===== src/rtl/axi_lite_mbox_array.sv =====
// rtl/axi_lite_mbox_array.sv - AXI4-Lite slave serving an array of mailbox word FIFOs with threshold/error interrupts
package ariane_axi_soc;
  typedef struct packed { logic [31:0] addr; logic [2:0] prot; } aw_chan_lite_t;
  typedef struct packed { logic [31:0] data; logic [3:0] strb; } w_chan_lite_t;
  typedef struct packed { logic [1:0] resp; } b_chan_lite_t;
  typedef struct packed { logic [31:0] addr; logic [2:0] prot; } ar_chan_lite_t;
  typedef struct packed { logic [31:0] data; logic [1:0] resp; } r_chan_lite_t;
  typedef struct packed {
    aw_chan_lite_t aw; logic aw_valid;
    w_chan_lite_t  w;  logic w_valid;
    logic          b_ready;
    ar_chan_lite_t ar; logic ar_valid;
    logic          r_ready;
  } req_lite_t;
  typedef struct packed {
    logic         aw_ready;
    logic         w_ready;
    b_chan_lite_t b; logic b_valid;
    logic         ar_ready;
    r_chan_lite_t r; logic r_valid;
  } resp_lite_t;
endpackage

module axi_lite_mbox_array #(
  parameter int unsigned               NumChannels  = 4,
  parameter int unsigned               FifoDepth    = 8,
  parameter int unsigned               AxiAddrWidth = 32,
  parameter int unsigned               AxiDataWidth = 32,
  parameter logic [AxiAddrWidth-1:0]   BaseAddr     = 32'h1040_2000,
  parameter type                       req_lite_t   = ariane_axi_soc::req_lite_t,
  parameter type                       resp_lite_t  = ariane_axi_soc::resp_lite_t
) (
  input  logic                   clk_i,
  input  logic                   rst_ni,
  input  req_lite_t              slv_req_i,
  output resp_lite_t             slv_resp_o,
  output logic [NumChannels-1:0] irq_o,
  output logic [NumChannels-1:0] irq_edge_o
);
  localparam int unsigned PtrW = (FifoDepth > 1) ? $clog2(FifoDepth) : 1;
  localparam int unsigned CntW = $clog2(FifoDepth + 1);
  localparam int unsigned ChW  = (NumChannels > 1) ? $clog2(NumChannels) : 1;
  localparam logic [AxiAddrWidth-1:0] Span = AxiAddrWidth'(NumChannels * 64);
  localparam logic [5:0] RegData = 6'h00, RegStatus = 6'h04, RegThresh = 6'h08,
                         RegIrqEn = 6'h0C, RegIrqStat = 6'h10, RegCtrl = 6'h14;

  typedef enum logic [1:0] {IDLE, WRESP, RRESP} state_e;
  state_e state_q, state_d;
  logic   last_was_wr_q;

  logic [AxiDataWidth-1:0] mem_q [NumChannels][FifoDepth];
  logic [PtrW-1:0] rd_ptr_q [NumChannels];
  logic [PtrW-1:0] wr_ptr_q [NumChannels];
  logic [CntW-1:0] count_q  [NumChannels];
  logic [CntW-1:0] cnt_nxt  [NumChannels];
  logic [7:0]      thresh_q [NumChannels];
  logic [2:0]      irq_en_q [NumChannels];
  logic [2:0]      irq_stat_q [NumChannels];
  logic [NumChannels-1:0] irq_q, irq_d, full, empty, thr_hit;
  logic [NumChannels-1:0] push, pop, flush, ovf, udf, th_we, en_we, w1c;

  logic [1:0]              bresp_q, rresp_q;
  logic [AxiDataWidth-1:0] rdata_q, r_data, wdata;
  logic                    b_err, r_err, wr_req, rd_req, wr_go, rd_go;

  logic [AxiAddrWidth-1:0] waddr, raddr, w_off, r_off;
  logic                    w_in, r_in;
  logic [ChW-1:0]          w_ch, r_ch;
  logic [5:0]              w_reg, r_reg;
  logic                    unused_bits;

  assign unused_bits = ^{slv_req_i.aw.prot, slv_req_i.ar.prot, slv_req_i.w.strb[3:1]};
  assign wdata  = slv_req_i.w.data;
  assign waddr  = slv_req_i.aw.addr;
  assign raddr  = slv_req_i.ar.addr;
  assign w_off  = waddr - BaseAddr;
  assign r_off  = raddr - BaseAddr;
  assign w_in   = (waddr >= BaseAddr) && (w_off < Span);
  assign r_in   = (raddr >= BaseAddr) && (r_off < Span);
  assign w_ch   = w_off[6 +: ChW];
  assign r_ch   = r_off[6 +: ChW];
  assign w_reg  = w_off[5:0];
  assign r_reg  = r_off[5:0];
  assign wr_req = slv_req_i.aw_valid & slv_req_i.w_valid;
  assign rd_req = slv_req_i.ar_valid;

  // Contested grants alternate; last_was_wr_q resets to 1 so the first contest goes to the read.
  always_comb begin
    state_d = state_q;
    wr_go   = 1'b0;
    rd_go   = 1'b0;
    if (state_q == IDLE && rst_ni) begin
      wr_go = wr_req && (!rd_req || !last_was_wr_q);
      rd_go = rd_req && (!wr_req || last_was_wr_q);
    end
    case (state_q)
      IDLE:    if (wr_go) state_d = WRESP; else if (rd_go) state_d = RRESP;
      WRESP:   if (slv_req_i.b_ready) state_d = IDLE;
      RRESP:   if (slv_req_i.r_ready) state_d = IDLE;
      default: state_d = IDLE;
    endcase
  end

  always_comb begin
    slv_resp_o        = '0;
    slv_resp_o.aw_ready = wr_go;
    slv_resp_o.w_ready  = wr_go;
    slv_resp_o.ar_ready = rd_go;
    slv_resp_o.b_valid  = (state_q == WRESP);
    slv_resp_o.b.resp   = bresp_q;
    slv_resp_o.r_valid  = (state_q == RRESP);
    slv_resp_o.r.data   = rdata_q;
    slv_resp_o.r.resp   = rresp_q;
  end

  always_comb begin
    for (int c = 0; c < NumChannels; c++) begin
      full[c]    = (count_q[c] == CntW'(FifoDepth));
      empty[c]   = (count_q[c] == '0);
      cnt_nxt[c] = flush[c] ? '0 : count_q[c] + CntW'(push[c]) - CntW'(pop[c]);
      thr_hit[c] = (32'(cnt_nxt[c]) > 32'(thresh_q[c]));
    end
  end

  // Decode of the granted access into per-channel commit strobes and the response.
  always_comb begin
    push = '0; pop = '0; flush = '0; ovf = '0; udf = '0;
    th_we = '0; en_we = '0; w1c = '0;
    b_err = 1'b0; r_err = 1'b0; r_data = '0;
    if (wr_go) begin
      if (!w_in) b_err = 1'b1;
      else begin
        case (w_reg)
          RegData:    if (full[w_ch]) begin b_err = 1'b1; ovf[w_ch] = 1'b1; end
                      else push[w_ch] = 1'b1;
          RegThresh:  th_we[w_ch] = slv_req_i.w.strb[0];
          RegIrqEn:   en_we[w_ch] = slv_req_i.w.strb[0];
          RegIrqStat: w1c[w_ch]   = 1'b1;
          RegCtrl:    flush[w_ch] = wdata[0];
          default:    b_err = 1'b1;
        endcase
      end
    end
    if (rd_go) begin
      if (!r_in) r_err = 1'b1;
      else begin
        case (r_reg)
          RegData:    if (empty[r_ch]) begin r_err = 1'b1; udf[r_ch] = 1'b1; end
                      else begin r_data = mem_q[r_ch][rd_ptr_q[r_ch]]; pop[r_ch] = 1'b1; end
          RegStatus:  begin
                        r_data[0]         = empty[r_ch];
                        r_data[1]         = full[r_ch];
                        r_data[8 +: CntW] = count_q[r_ch];
                      end
          RegThresh:  r_data[7:0] = thresh_q[r_ch];
          RegIrqEn:   r_data[2:0] = irq_en_q[r_ch];
          RegIrqStat: r_data[2:0] = irq_stat_q[r_ch];
          default:    r_err = 1'b1;
        endcase
      end
    end
  end

  always_ff @(posedge clk_i) begin
    for (int c = 0; c < NumChannels; c++)
      if (push[c]) mem_q[c][wr_ptr_q[c]] <= wdata;
  end

  always_ff @(posedge clk_i or negedge rst_ni) begin
    if (!rst_ni) begin
      state_q       <= IDLE;
      last_was_wr_q <= 1'b1;
      bresp_q       <= 2'b00;
      rresp_q       <= 2'b00;
      rdata_q       <= '0;
      rd_ptr_q      <= '{default: '0};
      wr_ptr_q      <= '{default: '0};
      count_q       <= '{default: '0};
      thresh_q      <= '{default: '0};
      irq_en_q      <= '{default: '0};
      irq_stat_q    <= '{default: '0};
      irq_q         <= '0;
      irq_d         <= '0;
    end else begin
      state_q <= state_d;
      if (wr_go) begin
        last_was_wr_q <= 1'b1;
        bresp_q       <= b_err ? 2'b10 : 2'b00;
      end
      if (rd_go) begin
        last_was_wr_q <= 1'b0;
        rresp_q       <= r_err ? 2'b10 : 2'b00;
        rdata_q       <= r_data;
      end
      for (int c = 0; c < NumChannels; c++) begin
        if (flush[c]) begin
          rd_ptr_q[c] <= '0;
          wr_ptr_q[c] <= '0;
        end else begin
          if (push[c]) wr_ptr_q[c] <= wr_ptr_q[c] + PtrW'(1);
          if (pop[c])  rd_ptr_q[c] <= rd_ptr_q[c] + PtrW'(1);
        end
        count_q[c] <= cnt_nxt[c];
        if (th_we[c]) thresh_q[c] <= wdata[7:0];
        if (en_we[c]) irq_en_q[c] <= wdata[2:0];
        // OR-ing the sets after the W1C mask lets a same-cycle set win over the clear.
        irq_stat_q[c] <= (irq_stat_q[c] & ~(w1c[c] ? wdata[2:0] : 3'b000))
                         | {udf[c], ovf[c], thr_hit[c]};
        irq_q[c] <= |(irq_stat_q[c] & irq_en_q[c]);
      end
      irq_d <= irq_q;
    end
  end

  assign irq_o      = irq_q;
  assign irq_edge_o = irq_q & ~irq_d;
endmodule


===== config.mk =====
export PLATFORM = sky130hd
export DESIGN_NAME = axi_lite_mbox_array
export DESIGN_NICKNAME = d
export VERILOG_FILES = /design/src/rtl/axi_lite_mbox_array.sv
export SDC_FILE = /design/constraint.sdc
export NUM_CORES = 1
export LEC_CHECK = 0
export CORE_MARGIN = 4
export CORE_UTILIZATION = 31
export CTS_CLUSTER_DIAMETER = 50
export DETAILED_ROUTE_END_ITERATION = 8
export GPL_TIMING_DRIVEN = 0
export PLACE_DENSITY_LB_ADDON = 0.12
export RECOVER_POWER = 100
export SLEW_MARGIN = 15
export SYNTH_ARGS = -nofsm -noshare
export SYNTH_HDL_FRONTEND = slang
export SYNTH_SLANG_ARGS = --single-unit

===== constraint.sdc =====
create_clock -name clk_i -period 6.1 [get_ports clk_i]
set_input_delay 1.22 -clock clk_i [delete_from_list [all_inputs] [get_ports clk_i]]
set_output_delay 1.22 -clock clk_i [all_outputs]
set_load 0.005 [all_outputs]

Yosys cells after proc, flatten, opt, wreduce, memory -nomap -nowiden. Memories as Yosys holds them, arrays and structs flattened. Cells that the tools add are included.

Bits in registers: 143. Word-level logic and storage cells: 289. Memories kept: 1. Bits in latches: 0. Bits in read-only memories: 0. Bits in writable memories: 1024.

Reduce and logical (&&, ||, !) cells: 42. Shift operators: 0. $add $sub $neg: 18. Equal/unequal tests: 17. Multipliers: 0. Bitwise operators: 27. Muxes and demuxes: 131. Divide/modulo/power cells: 0. Magnitude comparators: 22.

Memory list: mem_q (words 4, width 256, read ports 1, clocked after memory_dff 0, write ports 1, line 51) `logic [AxiDataWidth-1:0] mem_q [NumChannels][FifoDepth];`.

Operators with widths (number): 256-bit two-way mux (10); 256-bit OR reduction (3); 32-bit demux with 3-bit select (4); 32-bit two-way mux (8); 4-bit two-way mux (34); 32-bit binary-select mux with 3-bit select (1); 3-bit two-way mux (26); 32-bit by 29-bit >= comparator with 1-bit output, second input constant (2); 32-bit by 9-bit less-than comparator with 1-bit output, second input constant (2); 32-bit by 29-bit subtractor with 32-bit output, second input constant (2); 4-bit by 8-bit > comparator with 1-bit output (4); 3-bit by 1-bit adder with 3-bit output, second input constant (8); 3-bit bitwise AND (8); 6-bit by 4-bit equality test with 1-bit output, second input constant (4); 4-bit >= comparator, second input constant (5); 20-bit two-way mux (1); 3-bit NOT with 4-bit output (5); 1-bit two-way mux (19); 3-bit binary-select mux with 2-bit select (3); 6-bit by 5-bit equality test with 1-bit output, second input constant (3); 2-bit two-way mux (9); 2-bit nonzero test (9); 4-bit by 1-bit adder with 4-bit output (4); 8-bit binary-select mux with 2-bit select (1); 36 further kinds (82).

Logic depth before layout (Yosys ltp). Gate-level depths: netlist (run 1).

Word-level depth: 15. Gate-level depth with buffers: 21.

Worst setup path after synthesis (run 1). No wires, ideal clock.

Path kind: in2reg. Start: input slv_req_i[102] (netlist bit). End: memory mem_q[2][100] (netlist bit) (enable). Required time: 5.587 ns. Setup time: 0.513 ns. Path buffers: 1. Arrival time: 6.300 ns. Stages on the path: 8. Slack: -0.713 ns. Path through: clkbuf_1 > o22a_1 > nand4_1 > nor4_2 > nand4b_2 > nor4b_2 > inv_2 > nor4b_1.

Word-level cells in the longest chain between the ends: 11. Elaborated cells on any way between the ends: 23. Classes of those cells: add/sub: 1; order compare: 2; mux: 16; reduce/logical: 4.

Ends and longest elaborated chain: start: declaration (line 35) `input req_lite_t slv_req_i,`; 32-bit by 29-bit subtractor with 32-bit output (line 76) `assign w_off = waddr - BaseAddr;`; 32-bit by 9-bit less-than comparator with 1-bit output (line 78) `assign w_in = (waddr >= BaseAddr) && (w_off < Span);`; 1-bit logical AND (*) (line 78); 4-bit two-way mux (*) (line 131) `if (!w_in) b_err = 1'b1;`; 4-bit two-way mux (*) (line 130) `if (wr_go) begin`; 1-bit two-way mux (line 166) `if (push[c]) mem_q[c][wr_ptr_q[c]] <= wdata;`; 256-bit two-way mux (implied by the code) (line 166); 256-bit OR reduction (no source line); 2-bit two-way mux (no source line) / 256-bit two-way mux (equally long branches) (3 in a row); end: declaration (line 51).

Every way passes the cells marked *; elsewhere a longest branch is shown, timed or not.

Worst setup path after layout (run 1).
Start: input slv_req_i[105] (netlist bit). End: memory mem_q[1][185] (netlist bit) (enable).

Same word-level chain as after synthesis.

==> impl_metrics.toml, run 1 <==
[final_layout]
utilization = 0.3744
area_growth_pct = 19.89
final_cells = 5163
final_nets = 3177
drive_gt1_frac = 0.2160

[sta]
slew_headroom = -0.8789
finalSetupViolCount = 0
fin_skew_ns = 0.02589
rsz0062_at_grt = "false"
whs_ns = 0.3841
max_freq_mhz = 169.9
min_period_over_period = 0.9650
worst_pin_slew_ns = 2.818
drv_slew = 467
hold_viol_final = 0
fin_crit_ns = 5.886
setup_tns_ns = 0

[placement]
port_buffers = 147
place.gp.congestion = 0.8671
dp_cells = 4892
place_hpwl_mm = 103.4

[critical_path]
arrival_ns = 6.35
cp-start-kind = "input pin"
crit_type = "input pin to flop"
worstPathRequired_ns = 6.56
crit_fanout = 10
worst_setup_path_end_kind = "flop"

[floorplanning]
die-area_mm2 = 0.1597
fp.dieW_um = 399.6
core_area_mm2 = 0.1523
io_pins = 162
initial_core_util = 0.3123
rows = 143
die_h_um = 399.6

[synth]
synthDistinctLibCells = 71
synth_top_area_frac = 0.6467
avgSynthCellArea_um2 = 18.49
synth_async_sr_flop_share = 0.1210
synth_area_leaders = "edfxtp_1 (65%), mux4_2 (13%), dfrtp_1 (7.4%)"
ys.flop_type = "edfxtp_1"
ys_ff_latch = 1165
synth_edf_count = 1024
synth_area_mm2 = 0.04755
ys_seq_area_frac = 0.7209
syn_inst = 2571
yosysTopAreaCell = "edfxtp_1"
ys_warn_count = 0

[clock_tree]
path_clk_slew_ns = 0.06
h-tree-depth = 4
cts_num_sinks = 1165
clk_latency_ns = 0.77
cts_buffers = 144
cts_tree = "built"
root_buffer = "clkbuf_16"
clk_path_buf_depth = 3
cts_hold_buf = 0

[global_route]
grt_max_degree = 95
grt_use_total = 0.1851
grt_pass1_wl_mm = 209.3
antenna_found_initial = 8
gr-total-overflow = 0
grt_pass1_vias = 27970

[status]
status = "complete, but fails checks"
violations = "max-capacitance violations, max-slew violations"

[detailed_routing]
antenna_left = 0
first_pass_iters = 5
routed_wl_mm = 147.5
wl_per_cell_um = 28.56
drc_errors = 0
via_per_inst = 5.151
vias = 26600
drt_iter0_markers = 2291

[pwr]
p_leak_nw = 19.05
peakVddDrop_mv = 0.3030
power_density_mw_per_mm2 = 314.9
total_power_w = 0.01795

[min_path]
hp-class = "input pin to asynchronous set/reset pin"

[job]
cap_violations = 17
-- path summary, 6_finish.rpt --
check                          startpoint  slack (ns)  cells after the start            end
min reg2reg                      irq_o[1]        0.40                      0       irq_d[1]
max in group asynchronous          rst_ni        2.64                      2   thresh_q[31]
max reg2reg                   count_q[14]        0.89                     18  irq_stat_q[6]
max                        slv_req_i[105]        0.21                     13  mem_q[1][185]
min in group clk_i               irq_o[1]        0.40                      0       irq_d[1]
min                                rst_ni        0.38                      1    rdata_q[18]
-- repair_timing --
action / 4_1_cts / 5_1_grt
pin swaps: 1 / 1
endpoints found under the setup margin: 5 / 4
setup buffers: 0 / 4
gates resized for setup: 7 / 6
cloned: 0 / 1
-- cells in the final DEF, fill, tap and decap left out, types with 13 or more instances in the layout --
master           synthesis  layout
nand3_1                 13      13
dfrtp_1                140     140
clkdlybuf4s50_1          0      67
nor4b_1                 17      18
buf_4                    6      18
mux2i_1                 21      21
o21ai_0                 80      80
dlygate4sd3_1            0      56
clkbuf_16                0     147
clkbuf_1                80     195
xnor2_1                 15      15
clkbuf_2                 0      53
mux4_2                 278     278
mux2_2                  37      37
edfxtp_1              1024    1024
clkinv_2                 0      23
nor3_1                  24      24
nor2_1                  48      51
or3_1                   16      16
a31oi_1                 28      28
clkinv_1                 0      17
nor4_1                  15      16
and2_1                  49      49
nor2b_1                 26      26
nand2_1                170     170
a311oi_1                26      26
inv_1                   61      64
a21oi_1                 72      72
buf_1                   38      23
a211oi_1                70      70
ha_1                    50      50
nand4_1                 14      14
buf_2                   21      36
-- layout make-up --
cell class	count	area (um2)
diodes	4	10.01
multi-input cells	1197	12400
clock buffers	183	3904
inverters	65	244.0
well taps	2030	2540
plain buffers	142	598.1
repair buffers	295	2181
flip-flops and latches	1165	34280
clock inverters	82	847.1
fillers	14110	95260
-- routing by layer --
| metal | up-vias | part of all wire | track usage |
|---|---|---|---|
| li1 | 11350 | - | - |
| met1 | 14290 | 0.44 | 0.2569 |
| met2 | 749 | 0.49 | 0.3056 |
| met3 | 206 | 0.051 | 0.02568 |
| met4 | 0 | 0.024 | 0.05089 |
| met5 | - | 0 | 0 |
-- synthesized netlist by cell type (6+ instances only) --
library cell,instances
a211oi_1,70
a21o_1,9
a21oi_1,72
a311oi_1,26
a31oi_1,28
and2_1,49
and4b_1,9
buf_1,38
buf_2,21
buf_4,6
clkbuf_1,80
dfrtp_1,140
edfxtp_1,1024
ha_1,50
inv_1,61
mux2_2,37
mux2_4,8
mux2i_1,21
mux4_2,278
nand2_1,170
nand2b_1,11
nand3_1,13
nand4_1,14
nor2_1,48
nor2b_1,26
nor3_1,24
nor4_1,15
nor4b_1,17
o21ai_0,80
o31ai_1,6
or3_1,16
or4_1,10
xnor2_1,15
-- sequential cells by signal, summed over array words and instances (netlist names), 12 cells and up --
signal and cells:
rdata_q 32, irq_en_q 12, mem_q 1024, irq_stat_q 12, count_q 16, wr_ptr_q 12
thresh_q 32, rd_ptr_q 12
-- report_power, final --
group	switching [W]	internal [W]	total (W)
combinational	0.000477	0.000276	0.000753
sequential	0.00000582	0.00869	0.00870
clock	0.00345	0.00505	0.00850
total	0.00394	0.0140	0.0180
-- cells by family (layout without fill, tap and decap cells) --
group	after synthesis	in the layout	share of synthesized area
flip-flops	1165	1165	0.7209
AO/OA/AOI/OAI	322	322	0.04368
XOR/XNOR	19	19	0.003500
AND/OR/NAND/NOR	455	455	0.05176
multiplexers	345	345	0.1476
adder cells (fa/ha/maj)	54	54	0.01484
other	1	6	0.00007887
buffers and inverters	210	767	0.01760
-- stage by stage --
step	cell area [um2]	setup slack, ns
finish	57010	0.2137
global route	57000	0.009940
CTS	57870	0.008989
detailed placement	53100	-1.684
global placement	51590	-12.45
floorplan	47580	-0.7013
-- worst max-delay path, cell delays in order --
cell and delay (ns):
dlygate4sd3_1 0.61, nor3_1 0.42, nand4_1 0.20, a31oi_1 0.24, xor2_1 0.30, nor4_4 0.61
inv_1 0.33, nor4b_1 0.90, clkbuf_1 0.42, buf_2 0.30, buf_2 0.27, buf_2 0.27
clkbuf_2 0.24
Note: power is estimated with default switching activity, not from simulation.
==> run 2: changes to the inputs <==
- ABC_AREA: unset -> 1
- MAX_ROUTING_LAYER: unset -> met4
==> run 2 against run 1 <==
Compared with the run above: the run still ends with max-capacitance violations, max-slew violations left; setup slack got worse by 0.11 ns; global-route usage rose by 3.1 points; cell area is 2.6% higher; first-iteration DRC count up 61%; worst hold slack gained 0.012 ns; largest cell class unchanged; sequential power about the same; maximum frequency decreased by 1.8%; clock skew grew 0.013 ns; total power grew 2.5%; count of clock-buffer cells in the layout is 4 lower; routed wire length grew 19%; synthesized area grew 3.5%.
==> impl_metrics.toml, run 2 <==
[clock_tree]
h-tree-depth = 4
cts_tree = "built"
clk_latency_ns = 0.78
cts_resized = 0
cts_setup_buffers = 0
cts_num_sinks = 1165
root_buffer = "clkbuf_16"
cts_hold_buf = 0
cts_buffers = 144
clk_path_buf_depth = 3
path_clk_slew_ns = 0.05

[detailed_routing]
vias = 34520
wl_per_cell_um = 25.54
drc_errors = 0
via_per_inst = 5.041
antenna_left = 0
first_pass_iters = 5
drt_iter0_markers = 3694
routed_wl_mm = 174.9

[floorplanning]
initial_core_util = 0.3135
die_h_um = 406.4
io_pins = 162
die-area_mm2 = 0.1651
core_area_mm2 = 0.1569
rows = 145
fp.dieW_um = 406.4

[critical_path]
crit_fanout = 62
worst_setup_path_end_kind = "flop"
worstPathRequired_ns = 6.56
arrival_ns = 6.45
crit_type = "input pin to flop"
cp-start-kind = "input pin"
r2r_slack_ns = 0.58

[placement]
port_buffers = 150
dp_slack_ns = -0.4471
dp_cells = 6591
postPlaceCellArea_mm2 = 0.05475
place.gp.congestion = 0.8990
place_hpwl_mm = 125.2

[synth]
synthDistinctLibCells = 49
synth_async_sr_flop_share = 0.1210
yosysTopAreaCell = "edfxtp_1"
synth_compound_area_frac = 0.06776
synth_area_leaders = "edfxtp_1 (63%), nand2_1 (9.2%), dfrtp_1 (7.1%)"
ys_warn_count = 0
synth_top_area_frac = 0.6251
syn_inst = 4243
ys_ff_latch = 1165
synth_area_mm2 = 0.04919
yosys.area_share.simple = 0.1743
ys_seq_area_frac = 0.6968
avgSynthCellArea_um2 = 11.59
synth_xor_area_frac = 0.001780
synth_top_family_by_area = "simple AND/OR/NAND/NOR gates"
synth_edf_count = 1024
synthTopCellsByCount = "nand2_1 (1209), edfxtp_1 (1024), inv_1 (310), nand3_1 (285), nor2_1 (199)"
synth_most_common_cell = "nand2_1"
synthAdderAreaFrac = 0.01435
synthMuxAreaShare = 0
ys.flop_type = "edfxtp_1"

[global_route]
use_met1 = 0.2961
grt_pass1_wl_mm = 247.6
antenna_found_initial = 8
grt_use_total = 0.2160
gr-total-overflow = 0
grt_pass1_vias = 33160
met3_usage = 0.02993
grt_max_degree = 83
gr-usage-met2 = 0.3386
gr-max-usage-layer = "met2"

[pwr]
total_power_w = 0.01840
power_density_mw_per_mm2 = 314.7
p_leak_nw = 21.93
peakVddDrop_mv = 0.3177

[job]
cap_violations = 32

[min_path]
hp-class = "flop to flop"

[sta]
drv_slew = 955
max_freq_mhz = 166.9
slew_headroom = -1.774
fin_crit_ns = 5.992
finalSetupViolCount = 0
worst_pin_slew_ns = 4.161
rsz0062_at_grt = "false"
fin_skew_ns = 0.03859
hold_viol_final = 0
whs_ns = 0.3958
setup_slack_ns = 0.1082
min_period_over_period = 0.9823

[final_layout]
final_common_cell = "nand2_1"
area_growth_pct = 18.85
drive_gt1_frac = 0.08671
final_nets = 4846
final_area_mm2 = 0.05846
mostFrequentLayoutCells = "nand2_1 (1211), edfxtp_1 (1024), inv_1 (313), nand3_1 (293), clkbuf_1 (214)"
final_cells = 6848
largest_register_ffs = 1024

[status]
violations = "max-capacitance violations, max-slew violations"
status = "complete, but fails checks"
## run 2: cell families (layout without fill, tap and decap cells)
kind of cell               after synthesis  after routing
AOI/OAI and AO/OA                      514            514
xor gates and xnor gates                10             10
adders and majority gates               54             54
buffers and inverters                  525           1067
DFF                                   1165           1165
other                                    1              6
and+or+nand+nor                       1974           1974
## run 2: layout make-up
cell class	count	area, um2
Antenna cell	4	10.01
Buffer	202	933.4
Clock buffer	179	3881
Clock inverter	74	823.3
Fill cell	15370	98470
Inverter	323	1215
Multi-Input combinational cell	2554	12620
Sequential cell	1165	34280
Tap cell	2058	2575
Timing Repair Buffer	289	2123
## run 2: final timing paths
check,from,cells after the start,to
worst min register to register,irq_o[0],0,irq_d[0]
max in group asynchronous,rst_ni,2,rdata_q[29]
min in group asynchronous,rst_ni,1,thresh_q[29]
worst min-delay path,irq_o[0],0,irq_d[0]
worst max register to register,state_q[1],11,mem_q[1][52]
worst max-delay path,rst_ni,11,mem_q[1][52]
## run 2: metal layers
| layer | vias up | part of all wire |
|---|---|---|
| met1 | 17180 | 0.45 |
| met4 | 0 | 0.027 |
| met2 | 1200 | 0.46 |
| met3 | 232 | 0.065 |
| met5 | - | 0 |
| li1 | 15910 | - |
## run 2: report_power, final
part / switching (W) / internal, W / total, W
Combinational: 0.000893 / 0.000276 / 0.00117
Clock: 0.00339 / 0.00515 / 0.00853
Sequential: 0.00000437 / 0.00869 / 0.00870
Total: 0.00429 / 0.0141 / 0.0184
## run 2: metrics by stage
step,util,TNS (ns)
final,0.3725,0
after CTS,0.3788,0
after detailed placement,0.3489,-0.9428
after global placement,0.3395,-
after global routing,0.3725,0
after floorplan,-,0
## run 2: worst max-delay path, stage by stage
cell and delay, ns:
buf_8 0.37, nand2_1 0.12, nor2_1 0.89, inv_1 0.54, nor2_2 0.40, inv_1 0.15
nor2_1 0.45, nand3_1 0.28, nor3_1 1.20, buf_4 0.39, clkbuf_4 0.27
